### config.mk
export PLATFORM = sky130hd
export DESIGN_NAME = exe_slot_pipe
export DESIGN_NICKNAME = d
export VERILOG_FILES = /design/src/rtl/tartaruga_pkg.sv /design/src/rtl/slot_hazard_chk.sv /design/src/rtl/exe_slot_pipe.sv
export SDC_FILE = /design/constraint.sdc
export NUM_CORES = 1
export LEC_CHECK = 0
export ABC_AREA = 1
export CORE_UTILIZATION = 40
export DETAILED_ROUTE_END_ITERATION = 10
export GPL_TIMING_DRIVEN = 0
export PLACE_DENSITY_LB_ADDON = 0.25
export SETUP_SLACK_MARGIN = 0.02
export SLEW_MARGIN = 30
export SYNTH_ARGS = -nofsm -noshare
export SYNTH_HDL_FRONTEND = slang
export SYNTH_SLANG_ARGS = --single-unit
### constraint.sdc
create_clock -name clk_i -period 2.5 [get_ports clk_i]
set_clock_uncertainty 0.1 [all_clocks]
set_input_delay 0.75 -clock clk_i [delete_from_list [all_inputs] [get_ports clk_i]]
set_output_delay 0.75 -clock clk_i [all_outputs]
set_load 0.02 [all_outputs]
### src/rtl/tartaruga_pkg.sv
// Shared types for the execution slot pipeline: slot record,
// empty-slot constant and the per-slot RAW hazard test.
package tartaruga_pkg;

    // Slot payload storage width; exe_slot_pipe requires PAYLOAD_W <= this.
    localparam int PAYLOAD_MAX_W = 64;

    typedef struct packed {
        logic                     valid;
        logic [4:0]               rd;
        logic                     we;
        logic [PAYLOAD_MAX_W-1:0] payload;
    } slot_t;

    localparam slot_t SLOT_EMPTY = '0;

    // x0 is hardwired zero, so a write to it never creates a hazard.
    function automatic logic reg_hazard(
        input logic       valid,
        input logic       we,
        input logic [4:0] rd,
        input logic [4:0] rs1,
        input logic [4:0] rs2
    );
        return valid && we && (rd != 5'd0) &&
               ((rd == rs1) || (rd == rs2));
    endfunction

endpackage

### src/rtl/slot_hazard_chk.sv
// RAW hazard comparator array across all execution slots.
// Ports: valid_i/we_i/rd_i per slot, rs1_i/rs2_i operands, hazard_o.
module slot_hazard_chk
    import tartaruga_pkg::*;
#(
    parameter int DEPTH = 4
) (
    input  logic [DEPTH-1:0] valid_i,
    input  logic [DEPTH-1:0] we_i,
    input  logic [4:0]       rd_i [DEPTH],
    input  logic [4:0]       rs1_i,
    input  logic [4:0]       rs2_i,
    output logic             hazard_o
);

    always_comb begin
        hazard_o = 1'b0;
        for (int i = 0; i < DEPTH; i++) begin
            hazard_o |= reg_hazard(valid_i[i], we_i[i], rd_i[i],
                                   rs1_i, rs2_i);
        end
    end

endmodule

### src/rtl/exe_slot_pipe.sv
// Fixed-latency execution slot pipeline: issue with latency L lands
// in slot DEPTH-L and retires on wb_* exactly L cycles later.
// Ports: clk_i, rstn_i (sync, active-low); issue_* request/ready;
// flush_i; rs1_i/rs2_i -> hazard_o; wb_* completing entry;
// inflight_o valid-slot count; collision_cnt_o rejected issues.
// Macro EXE_SLOT_PIPE_BYPASS_EN: hazard check skips the writeback
// slot q[DEPTH-1], whose result is forwarded that cycle.
module exe_slot_pipe
    import tartaruga_pkg::*;
#(
    parameter int DEPTH     = 4,
    parameter int PAYLOAD_W = 64,
    parameter int LAT_W     = $clog2(DEPTH+1)
) (
    input  logic                       clk_i,
    input  logic                       rstn_i,
    input  logic                       issue_valid_i,
    input  logic [LAT_W-1:0]           issue_lat_i,
    input  logic [4:0]                 issue_rd_i,
    input  logic                       issue_we_i,
    input  logic [PAYLOAD_W-1:0]       issue_payload_i,
    output logic                       issue_ready_o,
    input  logic                       flush_i,
    input  logic [4:0]                 rs1_i,
    input  logic [4:0]                 rs2_i,
    output logic                       hazard_o,
    output logic                       wb_valid_o,
    output logic [4:0]                 wb_rd_o,
    output logic                       wb_we_o,
    output logic [PAYLOAD_W-1:0]       wb_payload_o,
    output logic [$clog2(DEPTH+1)-1:0] inflight_o,
    output logic [15:0]                collision_cnt_o
);

    localparam int CNT_W = $clog2(DEPTH+1);

    slot_t       q     [DEPTH];
    slot_t       q_nxt [DEPTH];
    slot_t       new_slot;
    logic [15:0] coll_q;
    int          lat;
    logic        lat_ok;
    logic        slot_free;
    logic        accept;

    always_comb begin
        lat    = int'(issue_lat_i);
        lat_ok = (lat >= 1) && (lat <= DEPTH);
        // Target slot DEPTH-L is fed by q[DEPTH-L-1] on the shift;
        // L=DEPTH targets slot 0, which is always refilled empty.
        slot_free = 1'b1;
        for (int i = 0; i < DEPTH-1; i++) begin
            if (lat == DEPTH-1-i) slot_free = !q[i].valid;
        end
        issue_ready_o = rstn_i && !flush_i && lat_ok && slot_free;
        accept        = issue_valid_i && issue_ready_o;
    end

    always_comb begin
        new_slot         = SLOT_EMPTY;
        new_slot.valid   = 1'b1;
        new_slot.rd      = issue_rd_i;
        new_slot.we      = issue_we_i;
        new_slot.payload = PAYLOAD_MAX_W'(issue_payload_i);
    end

    always_comb begin
        q_nxt[0] = SLOT_EMPTY;
        for (int i = 1; i < DEPTH; i++) q_nxt[i] = q[i-1];
        for (int i = 0; i < DEPTH; i++) begin
            if (accept && (lat == DEPTH-i)) q_nxt[i] = new_slot;
        end
        if (flush_i) begin
            for (int i = 0; i < DEPTH; i++) q_nxt[i] = SLOT_EMPTY;
        end
    end

    always_ff @(posedge clk_i) begin
        if (!rstn_i) begin
            for (int i = 0; i < DEPTH; i++) q[i] <= SLOT_EMPTY;
            coll_q <= '0;
        end else begin
            for (int i = 0; i < DEPTH; i++) q[i] <= q_nxt[i];
            // Issues dropped by a flush are not collisions.
            if (issue_valid_i && !issue_ready_o && !flush_i &&
                (coll_q != 16'hFFFF)) begin
                coll_q <= coll_q + 16'd1;
            end
        end
    end

    assign collision_cnt_o = coll_q;

    always_comb begin
        inflight_o = '0;
        for (int i = 0; i < DEPTH; i++) begin
            inflight_o += CNT_W'(q[i].valid);
        end
    end

    assign wb_valid_o   = q[DEPTH-1].valid;
    assign wb_rd_o      = q[DEPTH-1].rd;
    assign wb_we_o      = q[DEPTH-1].we;
    assign wb_payload_o = q[DEPTH-1].payload[PAYLOAD_W-1:0];

    logic [DEPTH-1:0] hz_valid;
    logic [DEPTH-1:0] hz_we;
    logic [4:0]       hz_rd [DEPTH];

    always_comb begin
        for (int i = 0; i < DEPTH; i++) begin
            hz_valid[i] = q[i].valid;
            hz_we[i]    = q[i].we;
            hz_rd[i]    = q[i].rd;
        end
`ifdef EXE_SLOT_PIPE_BYPASS_EN
        hz_valid[DEPTH-1] = 1'b0;
`else
        hz_valid[DEPTH-1] = q[DEPTH-1].valid;
`endif
    end

    slot_hazard_chk #(
        .DEPTH (DEPTH)
    ) u_hazard (
        .valid_i  (hz_valid),
        .we_i     (hz_we),
        .rd_i     (hz_rd),
        .rs1_i    (rs1_i),
        .rs2_i    (rs2_i),
        .hazard_o (hazard_o)
    );

endmodule

### Word-level counts from Yosys, hierarchy flattened

Memory sizes are Yosys's and may differ from the RTL's.
Cells that the tools add are included.

| word-level totals | value |
|---|---|
| word-level logic and storage cells | 79 |
| bits of input ports | 87 |
| output and inout bits | 92 |
| memories kept | 1 |
| flip-flop bits (word level) | 16 |
| memory bits (writable) | 284 |

Memories:

| memory | depth | width | rd ports | clocked after Yosys merged registers in | write ports | line | source |
|---|---|---|---|---|---|---|---|
| q | 4 | 71 | 4 | 0 | 4 | exe_slot_pipe.sv:37 | `slot_t q [DEPTH];` |

| operators by class | value |
|---|---|
| multiplexer cells | 14 |
| bitwise gates (word level) | 7 |
| equal/unequal tests | 13 |
| magnitude comparators | 2 |
| reduce and logical (&&, ||, !) cells | 37 |
| add/sub/neg operators | 4 |

Operator list:

| cell | count |
|---|---|
| 71-bit 2-to-1 mux | 8 |
| 284-bit 2-to-1 mux | 1 |
| 5-bit equality test | 8 |
| 1-bit logical AND | 24 |
| 5-bit nonzero test | 4 |
| 16-bit by 1-bit adder with 16-bit output, second input constant | 1 |
| 16-bit != test, second input constant | 1 |
| 3-bit equality test, second input constant | 3 |
| 1-bit OR | 7 |
| 1-bit zero test | 5 |
| 1-bit 2-to-1 mux | 5 |
| 1-bit logical OR | 4 |
| 2-bit by 1-bit adder with 3-bit output | 1 |
| 3-bit by 1-bit adder with 3-bit output | 1 |
| 3-bit by 2-bit equality test with 1-bit output, second input constant | 1 |
| 3-bit by 1-bit greater-or-equal comparator with 1-bit output, second input constant | 1 |
| 3-bit less-or-equal comparator, second input constant | 1 |
| 1-bit by 1-bit adder with 2-bit output | 1 |

### Longest topological paths before layout

An unclocked memory read counts as a cell.

| depth | value |
|---|---|
| word-level depth | 11 |
| mapped depth | 11 |
| mapped depth without buffers | 10 |

### By module

A second synthesis with hierarchy kept.

| unflattened totals | value |
|---|---|
| cells, all modules | 1607 |
| area, all modules | 12072.8 um^2 |

By module, submodules not included:

| module | cells an instance | area each (um^2) | times used | seq. area each (um^2) |
|---|---|---|---|---|
| exe_slot_pipe | 1427 | 11309.6 | 1 | 6005.8 |
| slot_hazard_chk | 180 | 763.2 | 1 | 0.0 |

### Worst setup path after synthesis

No wires, ideal clock.

| timing | value |
|---|---|
| path kind | input -> output |
| start | input issue_lat_i[1] |
| end | output issue_ready_o |
| stages on the path | 6 |
| setup slack | -0.016 ns |
| data arrival time | 1.666 ns |
| cells stage by stage | buf_2 o21ai_1 nand3_1 nor2_2 buf_6 buf_2 |

| on the way | value |
|---|---|
| cells in the longest elaborated chain, start to end | 5 |

Ends and longest elaborated chain:

| what | line | source |
|---|---|---|
| start: declaration | exe_slot_pipe.sv:18 | `input logic [LAT_W-1:0] issue_lat_i,` |
| 3-bit equality test | exe_slot_pipe.sv:53 | `if (lat == DEPTH-1-i) slot_free = !q[i].valid;` |
| 1-bit 2-to-1 mux (3 in series) | exe_slot_pipe.sv:53 |  |
| 1-bit logical AND * | exe_slot_pipe.sv:55 | `issue_ready_o = rstn_i && !flush_i && lat_ok && slot_free;` |
| end: declaration | exe_slot_pipe.sv:22 | `output logic issue_ready_o,` |

Mark *: on every way between the ends. The rest lies on a longest branch, timed or not.

==> impl_metrics.env <==
export IMPL_die_h_um=173.5
export IMPL_endpoint_kind="output port"
export IMPL_vias=10821
export IMPL_chipWidth_um=173.5
export IMPL_arrival_ps=2060
export IMPL_ant_nets=0
export IMPL_worstSetupPathType="reg2out"
export IMPL_antenna_found_initial=5
export IMPL_postLayoutCellArea_um2=15100
export IMPL_peakVddDrop_v=0.0004646
export IMPL_grt_max_degree=16
export IMPL_setup_viol=5
export IMPL_clk_pin_slew_ps=60
export IMPL_hold_slack_ps=339.1
export IMPL_power_leakage_nw=5.657
export IMPL_cts_buffers=31
export IMPL_drive_gt1_frac=0.09399
export IMPL_min_period_ps=2913
export IMPL_ys_seq_elements=300
export IMPL_ys_seq_area_frac=0.5107
export IMPL_layout_setup_ws_ps=-412.8
export IMPL_fin_util=0.5247
export IMPL_drc_errors=0
export IMPL_p_per_area_nw_per_um2=649.9
export IMPL_cts_buffer_depth=3
export IMPL_root_buffer="clkbuf_16"
export IMPL_avgSynthCellArea_um2=7.983
export IMPL_start_util=0.4086
export IMPL_syn_num_nets=1564
export IMPL_nets=1784
export IMPL_status="complete, but fails checks"
export IMPL_overflow=0
export IMPL_viasPerCell=5.155
export IMPL_grt_pass1_vias=10550
export IMPL_rows=62
export IMPL_final_cell_mix="dfxtp_1, nand2_1, a21oi_1, nand4_1, clkdlybuf4s50_1"
export IMPL_clk_latency_ps=570
export IMPL_p_total_mw=9.814
export IMPL_min_path_type="reg2reg"
export IMPL_fin_tns_setup_ps=-1102
export IMPL_yosysTopAreaCell="dfxtp_1"
export IMPL_drtIter0Drc=671
export IMPL_ys_warn_count=0
export IMPL_wl_per_cell_um=16.34
export IMPL_wl_um=34300
export IMPL_htree_num_levels=1
export IMPL_place_congestion=0.8876
export IMPL_hpwl_um=23890
export IMPL_cp_start_kind="flip-flop"
export IMPL_ioPinCount=179
export IMPL_synth_top_cell_area_share=0.5107
export IMPL_tightest_slew_ps=626.2
export IMPL_cts_sinks=300
export IMPL_layout_commonest_cell="dfxtp_1"
export IMPL_finalMaxSlewViolations=0
export IMPL_ys_types=27
export IMPL_fmax_mhz=343.3
export IMPL_synth_cells=1473
export IMPL_cp_required_ps=1650
export IMPL_slew_headroom=0.5812
export IMPL_hold_violations=0
export IMPL_grtUsageTotal=0.2245
export IMPL_drv_cap=0
export IMPL_cts_tree="done"
export IMPL_area_delta_synth_final_pct=28.42
export IMPL_first_pass_iters=5
export IMPL_post_dp_cell_area_um2=13990
export IMPL_syn_area_um2=11760
export IMPL_grt_pass1_wl_um=54700
export IMPL_fin_crit_sh=1.165
export IMPL_violations="setup timing"
export IMPL_portBuffers=175
export IMPL_rsz0062_at_grt="true"
export IMPL_path_max_fanout=2
export IMPL_synth_area_leaders="dfxtp_1, nand4_1, a21oi_1, nand2_1, nor2_1"
export IMPL_die_area_um2=30090
export IMPL_core_um2=28780
-- layer usage --
metal / up-vias / part of all wire / track usage / routed length [um]
met5: - / 0.00076 / 0 / 26
met4: 4 / 0.029 / 0.07965 / 987
met3: 72 / 0.063 / 0.03684 / 2153
met2: 325 / 0.48 / 0.3814 / 16440
met1: 5036 / 0.43 / 0.2869 / 14690
li1: 5384 / - / - / -
-- power by group --
group	leakage (nW)	total, mW	switching (mW)	internal, mW
clock network	0.465	4.35	1.88	2.47
registers	2.42	4.80	0.00794	4.79
logic	2.77	0.666	0.438	0.228
total	5.66	9.81	2.33	7.49
-- area by class of cell --
cell class	count	area, um^2
clock buffer	45	898.4
tap	384	480.5
buffer	128	653.1
sequential	300	6025
multi-input combinational	938	4801
antenna	2	5.005
timing repair buffer	187	1782
clock inverter	8	52.55
fill	2746	13680
inverter	107	404.1
-- worst paths after layout --
kind / cells past startpoint / slack (ps) / start / endpoint
max: 6 / -410 / q[3][70]$_SDFF_PP0_ / inflight_o[1]
min: 2 / 340 / q[1][3]$_SDFF_PP0_ / q[2][3]$_SDFF_PP0_
max reg2reg: 9 / 290 / q[1][70]$_SDFF_PP0_ / q[2][25]$_SDFF_PP0_
min reg2reg: 2 / 340 / q[1][3]$_SDFF_PP0_ / q[2][3]$_SDFF_PP0_
-- timing repair --
item | 4_1_cts | 5_1_grt
hold buffers | 0 | 0
endpoints found under the hold margin | 0 | 0
gates resized for setup | 119 | 29
gates cloned | 0 | 0
pin swaps | 9 | 11
setup endpoints to repair | 280 | 75
setup buffers | 7 | 5
-- metrics by stage --
stage                     std cells  setup slack, ps
final                          2099           -412.8
after global routing           2097           -448.4
after CTS                      2092           -434.5
after detailed placement       2032            -1369
after global placement         2032            -1331
after floorplan                1473            25.95
-- worst max-delay path, cell delays in order (launching register included) --
cell and delay (ps):
dfxtp_4 350, inv_2 40, fa_1 550, inv_2 50
ha_4 150, ha_4 270, buf_6 110
-- flip-flops by register name (all words and copies together), names as in the netlist --
name             cells
collision_cnt_o     16
q                  284
-- cells by family (layout without fill, tap and decap cells) --
family | count (synthesis) | in the layout | synth area share
buffers and inverters | 235 | 475 | 0.08746
other | 0 | 2 | 0
AO/OA/AOI/OAI | 224 | 224 | 0.09534
flip-flops | 300 | 300 | 0.5107
AND/OR/NAND/NOR | 660 | 660 | 0.2643
adder cells (fa/ha/maj) | 4 | 4 | 0.004895
XOR/XNOR | 50 | 50 | 0.03724
-- synthesized netlist by cell type --
cell type / instances
nor2_1: 123
nor2_4: 1
inv_2: 3
nand3b_1: 1
buf_6: 12
o21ai_0: 2
fa_1: 1
nand4_1: 210
o21ai_1: 1
nor3_1: 6
buf_1: 6
xor2_1: 36
nor2_2: 2
buf_4: 5
clkinv_1: 1
buf_2: 30
nand3_2: 2
nand3_1: 28
nand2_1: 284
dfxtp_1: 300
nor3_2: 1
xnor2_1: 14
inv_1: 103
ha_1: 3
nand3_4: 2
clkbuf_1: 75
a21oi_1: 221
Note: power is estimated with default switching activity, not from simulation.
